[src/rtl/eth_measurer_scheduler.sv]
// Ping-probe sequencer for the Ethernet latency measurer: one TX request per period, echo tracking, latency/loss reporting.
// Optional min/max latency statistics are built when ETH_MEASURER_SCHED_STATS_EN is defined.
module eth_measurer_scheduler #(
    parameter int cnt_width = 32
) (
    input  logic                 clk,
    input  logic                 rst,
    input  logic                 enable,
    input  logic [cnt_width-1:0] period,
    input  logic [cnt_width-1:0] timeout,
    input  logic [63:0]          current_time,
    input  logic                 time_running,
    output logic                 tx_req,
    output logic [31:0]          tx_seq,
    input  logic                 tx_ack,
    input  logic                 rx_valid,
    input  logic [31:0]          rx_seq,
    input  logic [63:0]          rx_time,
    output logic                 result_valid,
    output logic                 result_lost,
    output logic [31:0]          result_seq,
    output logic [63:0]          result_latency,
    output logic [63:0]          ping_count,
    output logic [63:0]          lost_count,
    output logic                 busy
`ifdef ETH_MEASURER_SCHED_STATS_EN
    ,
    output logic [63:0]          lat_min,
    output logic [63:0]          lat_max
`endif
);

    typedef enum logic [1:0] {
        IDLE,
        SEND,
        WAIT_ECHO,
        WAIT_PERIOD
    } state_t;

    localparam logic [cnt_width-1:0] cnt_one = 1;
    localparam logic [cnt_width-1:0] cnt_max = '1;

    state_t               state;
    state_t               state_next;
    logic [cnt_width-1:0] period_cnt;
    logic [cnt_width-1:0] timeout_cnt;
    logic [cnt_width-1:0] period_lim;
    logic [cnt_width-1:0] timeout_lim;
    logic [63:0]          t_tx;
    logic [63:0]          echo_latency;
    logic                 handshake;
    logic                 echo_match;
    logic                 timed_out;
    logic                 period_done;

    // A programmed value of 0 behaves like 1, so the limit never underflows.
    assign period_lim   = (period == '0) ? '0 : period - cnt_one;
    assign timeout_lim  = (timeout == '0) ? '0 : timeout - cnt_one;

    assign handshake    = tx_req & tx_ack;
    assign echo_match   = rx_valid && (rx_seq == tx_seq);
    assign timed_out    = timeout_cnt >= timeout_lim;
    assign period_done  = period_cnt >= period_lim;
    assign echo_latency = rx_time - t_tx;

    // NOTE: every signal driven here gets a default first, so no path through the case can infer a latch.
    always_comb begin
        state_next = state;
        case (state)
            IDLE:        if (enable && time_running) state_next = SEND;
            SEND: begin
                if (handshake)     state_next = WAIT_ECHO;
                else if (!enable)  state_next = IDLE;
            end
            WAIT_ECHO:   if (echo_match || timed_out) state_next = WAIT_PERIOD;
            WAIT_PERIOD: if (period_done) state_next = enable ? SEND : IDLE;
            default:     state_next = IDLE;
        endcase
    end

    // NOTE: all state here uses non-blocking assignments so every register samples pre-edge values.
    always_ff @(posedge clk) begin
        if (rst) begin
            state          <= IDLE;
            tx_req         <= 1'b0;
            tx_seq         <= 32'd0;
            busy           <= 1'b0;
            period_cnt     <= '0;
            timeout_cnt    <= '0;
            t_tx           <= 64'd0;
            result_valid   <= 1'b0;
            result_lost    <= 1'b0;
            result_seq     <= 32'd0;
            result_latency <= 64'd0;
            ping_count     <= 64'd0;
            lost_count     <= 64'd0;
`ifdef ETH_MEASURER_SCHED_STATS_EN
            lat_min        <= '1;
            lat_max        <= 64'd0;
`endif
        end else begin
            state        <= state_next;
            tx_req       <= (state_next == SEND);
            busy         <= (state_next != IDLE);
            result_valid <= 1'b0;

            if (handshake) begin
                t_tx        <= current_time;
                period_cnt  <= '0;
                timeout_cnt <= '0;
            end else if (time_running) begin
                if (period_cnt != cnt_max)  period_cnt  <= period_cnt + cnt_one;
                if (timeout_cnt != cnt_max) timeout_cnt <= timeout_cnt + cnt_one;
            end

            // A matching echo takes priority over a timeout landing on the same cycle.
            if (state == WAIT_ECHO && (echo_match || timed_out)) begin
                result_valid   <= 1'b1;
                result_seq     <= tx_seq;
                tx_seq         <= tx_seq + 32'd1;
                if (echo_match) begin
                    result_lost    <= 1'b0;
                    result_latency <= echo_latency;
                    ping_count     <= ping_count + 64'd1;
`ifdef ETH_MEASURER_SCHED_STATS_EN
                    if (echo_latency < lat_min) lat_min <= echo_latency;
                    if (echo_latency > lat_max) lat_max <= echo_latency;
`endif
                end else begin
                    result_lost    <= 1'b1;
                    result_latency <= 64'd0;
                    lost_count     <= lost_count + 64'd1;
                end
            end
        end
    end

endmodule

[config.mk]
export PLATFORM = sky130hd
export DESIGN_NAME = eth_measurer_scheduler
export DESIGN_NICKNAME = d
export VERILOG_FILES = /design/src/rtl/eth_measurer_scheduler.sv
export SDC_FILE = /design/constraint.sdc
export NUM_CORES = 1
export LEC_CHECK = 0
export ABC_AREA = 0
export BUFFER_PORTS_ARGS = -buffer_cell sky130_fd_sc_hd__buf_2
export CAP_MARGIN = 40
export CORE_MARGIN = 8
export CORE_UTILIZATION = 45
export CTS_BUF_LIST = sky130_fd_sc_hd__clkbuf_8 sky130_fd_sc_hd__clkbuf_16
export DETAILED_ROUTE_END_ITERATION = 7
export GPL_TIMING_DRIVEN = 1
export HOLD_SLACK_MARGIN = 0.12
export PLACE_DENSITY = 0.68
export SKIP_LAST_GASP = 1
export SLEW_MARGIN = 15
export SYNTH_ARGS = -nofsm -noshare
export SYNTH_HDL_FRONTEND = slang
export SYNTH_SLANG_ARGS = --single-unit
[constraint.sdc]
create_clock -name clk -period 8.9 [get_ports clk]
set_input_delay 0.445 -clock clk [delete_from_list [all_inputs] [get_ports clk]]
set_output_delay 0.445 -clock clk [all_outputs]
set_load 0.01 [all_outputs]
* Yosys cells after proc, flatten, opt, wreduce, memory -nomap -nowiden
Index checks and enable logic that the tools add are counted.
Cells by class: $add $sub $neg 8, multipliers 0, divide/modulo/power cells 0, magnitude comparators 2, equality and inequality tests 7, shifts and indexed selects 0, muxes and demuxes 12, bitwise logic cells 2, reductions and logical operators 13
Operator list (number):
- 64-bit by 1-bit adder with 64-bit output, second input constant | 2
- 32-bit by 1-bit adder with 32-bit output, second input constant | 3
- 32-bit >= comparator | 2
- 32-bit zero test | 2
- 32-bit 2-to-1 mux | 2
- 64-bit 2-to-1 mux | 1
- 32-bit inequality test, second input constant | 2
- 32-bit by 1-bit subtractor with 32-bit output, second input constant | 2
- 64-bit subtractor | 1
- 32-bit equality test | 1
- 2-bit 2-to-1 mux | 5
- 2-bit case mux with 4 select lines | 1
- 2-bit AND reduction | 4
- 2-bit by 1-bit equality test with 1-bit output, second input constant | 2
- 2-bit equality test, second input constant | 2
- 1-bit logical AND | 3
- 1-bit 2-to-1 mux | 3
- 2-bit zero test | 1
- 2-bit nonzero test | 1
- 2-bit OR reduction | 1
- 1-bit bitwise AND | 1
- 1-bit logical OR | 1
- 1-bit NOT | 1
Word-level totals: bits in registers 390, latch bits 0, memory bits (writable) 0, ROM bits 0, bits of input ports 230, output and inout port bits 260, logic and storage cells 57, memories 0

* Longest topological paths before layout
Gate-level depths: netlist (run 1).
word-level depth 7, mapped depth 23

* Least setup slack after synthesis (run 1)
Ideal clock, no wire load.
path type in2reg, from input port timeout[9], to register tx_seq[14], arrival time 4.753 ns, path slack 4.020 ns, stages 22, path buffers 2, path through or3_1 or2_2 or3_1 nor4_2 nand3_1 nor3_1 nand2_1 nor3_1 xor2_1 nand2_1 ha_1 nand4_1 nor4_1 a22oi_1 nand3_1 o21a_1 and2_0 clkbuf_1 clkbuf_1 nand3_1 xnor2_1 nor2_1
On the way: longest elaborated chain between the ends 5, elaborated cells on any way between the ends 6, classes of those cells 1 x add/sub; 1 x order compare; 1 x mux; 3 x reduce/logical
RTL lines:
- from (decl) | line 10 | input logic [cnt_width-1:0] timeout,
- 32-bit by 1-bit subtractor with 32-bit output / 32-bit zero test (equally long branches) | line 58 | assign timeout_lim = (timeout == '0) ? '0 : timeout - cnt_one;
- 32-bit 2-to-1 mux (*) | line 58
- 32-bit >= comparator (*) | line 62 | assign timed_out = timeout_cnt >= timeout_lim;
- 1-bit logical OR (*) | line 117 | if (state == WAIT_ECHO && (echo_match || timed_out)) begin
- 1-bit logical AND (*) | line 117
- to (signal assigned) | line 120 | tx_seq <= tx_seq + 32'd1;
- to (decl) | line 14 | output logic [31:0] tx_seq,
Every way passes the cells marked *; elsewhere a longest branch is shown, timed or not. A chain may end at the register's enable or synchronous reset.

* Worst setup path in the final report (run 1)
from input port timeout[9], to register lost_count[57]
On the way: longest elaborated chain between the ends 6, elaborated cells on any way between the ends 7, classes of those cells 1 x add/sub; 1 x order compare; 1 x mux; 4 x reduce/logical
RTL lines:
- 32-bit by 1-bit subtractor with 32-bit output / 32-bit zero test (equally long branches) | line 58
- 32-bit 2-to-1 mux (*) | line 58
- 32-bit >= comparator (*) | line 62
- 1-bit logical OR (*) | line 117
- 1-bit logical AND (*) | line 117
- 2-bit AND reduction (no line) (*)
- to (signal assigned) | line 132 | lost_count <= lost_count + 64'd1;
- to (decl) | line 24 | output logic [63:0] lost_count,
Marked as above.

==> results of run 1 <==
## placed cells by master, fill, tap and decap left out, types with 6 or more instances in the layout
cell,n
nand3_1,95
and2_1,14
nor4_1,29
buf_2,488
dlygate4sd3_1,51
xor2_1,213
nor3_1,36
nand4_1,73
buf_4,16
and4_1,26
clkbuf_16,46
or4_1,6
ha_1,136
clkbuf_8,8
diode_2,19
xnor2_1,110
a22oi_1,13
nand2b_1,20
a211oi_1,8
nor2_1,299
nand2_1,498
a21oi_1,257
a31oi_1,12
nor2b_1,15
dfxtp_1,390
o21ai_0,116
a21o_1,55
and3_1,56
or3_1,47
o21bai_1,16
inv_1,126
clkinv_2,8
## critical path: stages
cell	delay, ps
buf_2	120
or3_1	390
or2_2	300
or3_1	380
nor4_2	350
nand3_1	220
nor3_1	430
nand2_1	180
nor2_1	170
xor2_1	150
nand2_1	80
ha_1	320
nand4_1	150
nor4_1	330
a22oi_1	120
nand3_1	480
and3_1	650
nand4_1	680
or3_1	560
a21oi_1	150
## layout make-up
| type | instances | area, um^2 | area share [%] |
|---|---|---|---|
| multi-input combinational | 2246 | 13500 | 49.6 |
| sequential | 390 | 7810 | 28.6 |
| timing repair buffer | 557 | 3120 | 11.4 |
| clock buffer | 54 | 1260 | 4.62 |
| tap | 664 | 831 | 3.05 |
| inverter | 114 | 428 | 1.57 |
| clock inverter | 28 | 246 | 0.904 |
| antenna | 19 | 47.5 | 0.174 |
## logic make-up after synthesis
| family | Yosys count | share of synthesized area, % |
|---|---|---|
| compound gates | 533 | 13.9 |
| mux | 5 | 0.225 |
| flops | 390 | 35.1 |
| xor+xnor | 323 | 12.7 |
| simple gates | 1248 | 26.1 |
| fa+ha+maj | 137 | 7.73 |
| buf+inv | 242 | 4.25 |
## final timing paths
kind / from / slack, ps / cells after the start / endpoint
hold / removal: current_time[30] / 150 / 3 / t_tx[30]$_SDFFE_PP0P_
hold reg to reg: result_latency[35]$_SDFFE_PP0P_ / 450 / 2 / result_latency[35]$_SDFFE_PP0P_
setup reg to reg: tx_seq[24]$_SDFFE_PP0P_ / 4820 / 10 / tx_seq[28]$_SDFFE_PP0P_
setup / recovery: timeout[9] / 2730 / 20 / lost_count[57]$_SDFFE_PP0P_
## sequential cells by signal (all words and copies together) (netlist names), 32 cells and up
signal	flops
lost_count	64
ping_count	64
result_latency	64
t_tx	64
period_cnt	32
result_seq	32
timeout_cnt	32
tx_seq	32
## power by group
part,switching [W],internal (W),leakage [nW],total (W)
combinational,0.000378,0.000246,8.01,0.000624
clock,0.000762,0.00112,0.792,0.00188
sequential,0.0000197,0.00177,3.14,0.00179
total,0.00116,0.00314,11.9,0.00430
## metal layers
layer,GRT usage (%),vias up,part of all wire [%]
met3,6.59,149,7.7
met4,8.76,14,3.2
li1,-,10800,-
met2,40.8,726,46
met5,0,-,0.13
met1,30.5,10400,42
## metrics by stage
stage / hold slack (ps) / instances
after global placement: 434 / 3919
after CTS: 124 / 4053
after global routing: 130 / 4060
final: 152 / 4072
after floorplan: 436 / 2878
after detailed placement: 439 / 3920
## repair_timing
item                                    4_1_cts  5_1_grt
endpoints found under the hold margin        51        0
endpoints found under the setup margin        0        0
hold buffers                                 51        0
==> out/results.txt, run 1 <==
Status: finished clean
Clock Skews: 32.2 ps
GP Congestion: 0.944
#FFs+latches synth: 390
CP Max Fanout: 15
PostCTS Resize Cnt: 0
Layout area overhead: 22.5%
Fraction of layout cells with a size suffix above 1: 17.6%
WP data arrival: 6670 ps
Clock transition at path regs: 60 ps
Asr flop ratio synth: 0%
First drt pass iteration count: 5
Row count: 81
Wire length per cell: 18.0 um
Maximum VDD drop: 0.120 mV
Actual slew at the worst max-slew pin: 908 ps
Die X-Extent: 238 um
Pwr/cell area: 158 mW/mm^2
Tmin final: 6170 ps
WL final: 73.3 mm
Pins Over Slew Limit: 0
Remaining routing DRC violations: 0
Dpl hpwl: 56.9 mm
Setup violations, final: 0
TritonCTS buffer count: 44
Starting density of the core: 45.6%
Number of synthesized flops with an enable pin: 0
Achievable Freq: 0.162 GHz
Largest area contributor in the netlist: dfxtp_1
Antenna viol nets, final: 0
Avg Vias per Cell: 5.42
First-pass GRT wire length: 115 mm
WS Path Type: input port to flip-flop
Hold Crit Class: input port to flip-flop
Synthesized instance count: 2878
Synthesized Nets: 3245
CTS H-tree lvls: 2
Post-synth top area share: 35.1%
Total routing usage reported by global routing: 24.6%
Core Region: 0.0488 mm^2
Crit. End Element: flip-flop
Top_reg_cell synth: dfxtp_1
Die Y: 238 um
Placement Setup Slack: 2220 ps
Synth warn: 0
Pleak: 11.9 nW
IO Pins: 490
CTS Root Cell: clkbuf_16
Hold Fails Final Rpt: 0
CTS tree: done
Setup TNS: 0 ps
Final worst slack: 2730 ps
Most used standard cell by instance count after synthesis: nand2_1
Final nets: 3720
Worst slew margin: 39.5%
Pin count of the biggest net entering global routing: 130
Vias in the first global route: 21600
Maximum Capacitance Violations: 0
Initial antenna violation count: 22
Synth top area cells: dfxtp_1, nand2_1, xor2_1
Worst-Skew Late Latency: 580 ps
Critical path required time: 9400 ps
Synthesized area: 0.0223 mm^2
Distinct cells, synth: 70
Syn_area_per_cell: 7.74 um^2
Die area: 0.0568 mm^2
Port Buffer Count: 489
Fillers: 4674
Synth cell count leaders: nand2_1, dfxtp_1, nor2_1, a21oi_1, xor2_1
Post CTS Setup Buffer Count: 0
Post-layout util: 55.8%
Final Total Pwr: 0.00430 W
Initial DRC Count: 1327
CP Launch Type: input port
Fin area: 0.0273 mm^2
Max clock buf depth: 3
Final period utilization: 69.4%
GRT overflow: 0
Sequential area share after synthesis: 35.1%
RSZ-0062 raised after global routing: false
# clock sinks: 390
Routed vias: 22100
Placed inst area: 0.0252 mm^2
Power figures use the tool's default switching activity.
==> run 2, diff against run 1 <==
==> constraint.sdc (replaced) <==
create_clock -name clk -period 6.15 [get_ports clk]
set_input_delay 0.3075 -clock clk [delete_from_list [all_inputs] [get_ports clk]]
set_output_delay 0.3075 -clock clk [all_outputs]
set_load 0.01 [all_outputs]
==> run 2 against run 1 <==
- cell area increased by 0.58%
- cell count increased by 0.12%
- critical path depth increased by 1
- power increased by 45%
- via count decreased by 0.52%
- clock skew decreased by 8.3 ps
- count of clock-buffer cells in the layout decreased by 2
==> out/results.txt, run 2 (synthesis gave the netlist of run 1 again) <==
Setup TNS: 0 ps (unchanged)
Final nets: 3739 (+0.51%)
Tmin final: 5370 ps
# clock sinks: 390 (unchanged)
GRT busiest layer: met2
Sw frac: 26.7% (-0.29 points)
Crit. End Element: flip-flop
Max clock buf depth: 3 (unchanged)
FF/Latch Area: 0.00781 mm^2 (unchanged)
Critical path buffers and inverters: 2 (+1)
Antenna viol nets, final: 0 (unchanged)
WS Path Type: input port to flip-flop
Int Pwr: 0.00458 W (+46%)
GRT met1 Usage: 30.7% (+0.16 points)
Die area: 0.0568 mm^2 (unchanged)
CP Launch Type: input port
Wire length per cell: 17.9 um (-0.52%)
Actual slew at the worst max-slew pin: 825 ps (-82.6 ps)
Initial antenna violation count: 18 (-18%)
Die Y: 238 um (unchanged)
Final period utilization: 87.4%
Crit path max-delay family: simple AND/OR/NAND/NOR gates
Achievable Freq: 0.186 GHz
Dpl hpwl: 56.8 mm (-0.11%)
R2R Path End: result_latency[63]$_SDFFE_PP0P_
IO Pins: 490 (unchanged)
Finished Layout Cells: 4077 (+0.12%)
Maximum VDD drop: 0.205 mV (+70%)
Psw: 0.00167 W (+44%)
GRT overflow: 0 (unchanged)
CP Cell Sequence: buf_2 -> or3_1 -> or2_2 -> or3_1 -> nor4_2 -> nand3_1 -> nor3_1 -> nand2_1 -> nor2_1 -> xor2_1 -> nand2_1 -> ha_1 -> nand4_1 -> nor4_1 -> a22oi_1 -> nand3_1 -> and4b_1 -> nand3_1 -> buf_4 -> or3_1 -> a21oi_1
Pleak: 12.0 nW (+0.45%)
RSZ-0062 raised after global routing: false
Remaining routing DRC violations: 0 (unchanged)
CP Capture Point: lost_count[56]$_SDFFE_PP0P_
Reg2Reg Depth: 13 (+3)
Pin count of the biggest net entering global routing: 101 (-22%)
Post CTS Setup Buffer Count: 0 (unchanged)
TritonCTS buffer count: 44 (unchanged)
CTS Root Cell: clkbuf_16
Hold Fails Final Rpt: 0 (unchanged)
CTS H-tree lvls: 2 (unchanged)
Status: finished clean
Die X-Extent: 238 um (unchanged)
Fillers: 4608 (-1.4%)
Combinational share of power: 14.6% (about the same)
Worst slew margin: 44.3% (+4.8 points)
Worst path max stage delay: 650 ps (-30 ps)
Routed vias: 22000 (-0.52%)
Most frequent cells in the layout: nand2_1, buf_2, dfxtp_1
PostCTS Resize Cnt: 0 (unchanged)
First-pass GRT wire length: 114 mm (-0.74%)
Pwr/cell area: 228 mW/mm^2 (+45%)
Hold Crit Class: input port to flip-flop
GP Congestion: 0.938 (-0.71%)
Sequential share of power: 41.5% (-0.2 points)
WL final: 73.0 mm (-0.40%)
Setup crit start: timeout[9]
Crit path depth: 21 (+5.0%)
CTS tree: done
Worst-Skew Late Latency: 580 ps (about the same)
Area of the multi-input gates: 0.0135 mm^2 (unchanged)
CP Max Fanout: 12 (-3)
Placed insts: 3926 (+0.15%)
Clk pwr share: 43.9% (about the same)
Clock Skews: 24.0 ps (-8.27 ps)
WP data arrival: 5860 ps (-810 ps)
Pins Over Slew Limit: 0 (unchanged)
Starting density of the core: 45.6% (unchanged)
Worst reg2reg path startpoint: t_tx[6]$_SDFFE_PP0P_
Port Buffer Count: 489 (unchanged)
Row count: 81 (unchanged)
Reg2reg setup slack: 2120 ps (-2700 ps)
Fraction of layout cells with a size suffix above 1: 17.8% (+0.17 points)
Vias in the first global route: 21400 (-0.94%)
Most common cell after layout, fill and taps aside: nand2_1
Core Region: 0.0488 mm^2 (unchanged)
Critical path required time: 6640 ps (-2760 ps)
Total routing usage reported by global routing: 24.5% (-0.17 points)
Avg Vias per Cell: 5.39 (-0.64%)
Maximum Capacitance Violations: 0 (unchanged)
GR Util met2: 40.0% (-0.84 points)
Setup violations, final: 0 (unchanged)
Initial DRC Count: 1322 (-0.38%)
Met3 Track Usage GR: 6.47% (-0.12 points)
Crit-path slowest cell: and4b_1
First drt pass iteration count: 5 (unchanged)
Clock transition at path regs: 60 ps (about the same)
Layout area overhead: 23.2%
-- run 2: worst min path at each step --
| stage | depth (start not counted) | startpoint | slack [ps] | endpoint |
|---|---|---|---|---|
| 6_report | 6 | rx_time[0] | 240 | result_latency[0]$_SDFFE_PP0P_ |
| 5_1_grt | 2 | rst | 230 | tx_seq[24]$_SDFFE_PP0P_ |
| 4_1_cts | 2 | rst | 200 | tx_seq[24]$_SDFFE_PP0P_ |
| 3_5_place_dp | 2 | result_latency[41]$_SDFFE_PP0P_ | 440 | result_latency[41]$_SDFFE_PP0P_ |
| 3_3_place_gp | 2 | result_latency[46]$_SDFFE_PP0P_ | 440 | result_latency[46]$_SDFFE_PP0P_ |
| 2_1_floorplan | 2 | t_tx[10]$_SDFFE_PP0P_ | 440 | t_tx[10]$_SDFFE_PP0P_ |
-- run 2: routing by layer --
layer  routed length (um)  vias up  part of all wire, %
met5                   92        -                 0.13
met4                 2540       14                  3.5
met3                 5560      154                  7.6
met2                33200      680                   46
met1                31600    10300                   43
li1                     -    10800                    -
-- run 2: layout make-up --
type	count	share of cell area, %
clock inverters	24	1.08
clock buffers	52	4.42
repair buffers	576	12.0
flip-flops and latches	390	28.5
diodes	11	0.100
well taps	664	3.03
multi-input cells	2246	49.3
inverters	114	1.56
-- run 2: timing repair --
item / in CTS / in global routing
setup endpoints to repair: 0 / 0
hold buffers: 64 / 0
endpoints found under the hold margin: 64 / 0
-- run 2: power groups by stage --
| stage | Sequential, W | Combinational, W | Clock [W] |
|---|---|---|---|
| after global routing | 0.00260 | 0.00101 | 0.00293 |
| after floorplan | 0.00264 | 0.000579 | 0 |
| after CTS | 0.00259 | 0.000903 | 0.00282 |
| after detailed placement | 0.00265 | 0.000866 | 0 |
| after global placement | 0.00265 | 0.000851 | 0 |
| final | 0.00259 | 0.000910 | 0.00275 |
-- run 2: tightest hold or removal path, delay by kind of cell --
kind | cells | cell delay [ps]
AO/OA/AOI/OAI | 1 | 100
adder cells (fa/ha/maj) | 1 | 120
buffers and inverters | 2 | 130
AND/OR/NAND/NOR | 2 | 90
-- run 2: per-stage QoR --
stage                     hold slack [ps]  utilization (%)  setup slack [ps]  power (W)  instance area [um^2]
final                                 235             56.2               777    0.00625                 27400
after global routing                  234             56.1               399    0.00653                 27400
after CTS                             203             56.1               868    0.00631                 27400
after detailed placement              440             51.7               276    0.00352                 25300
after global placement                438             51.7               404    0.00350                 25200
after floorplan                       436                -              1410    0.00322                 22300
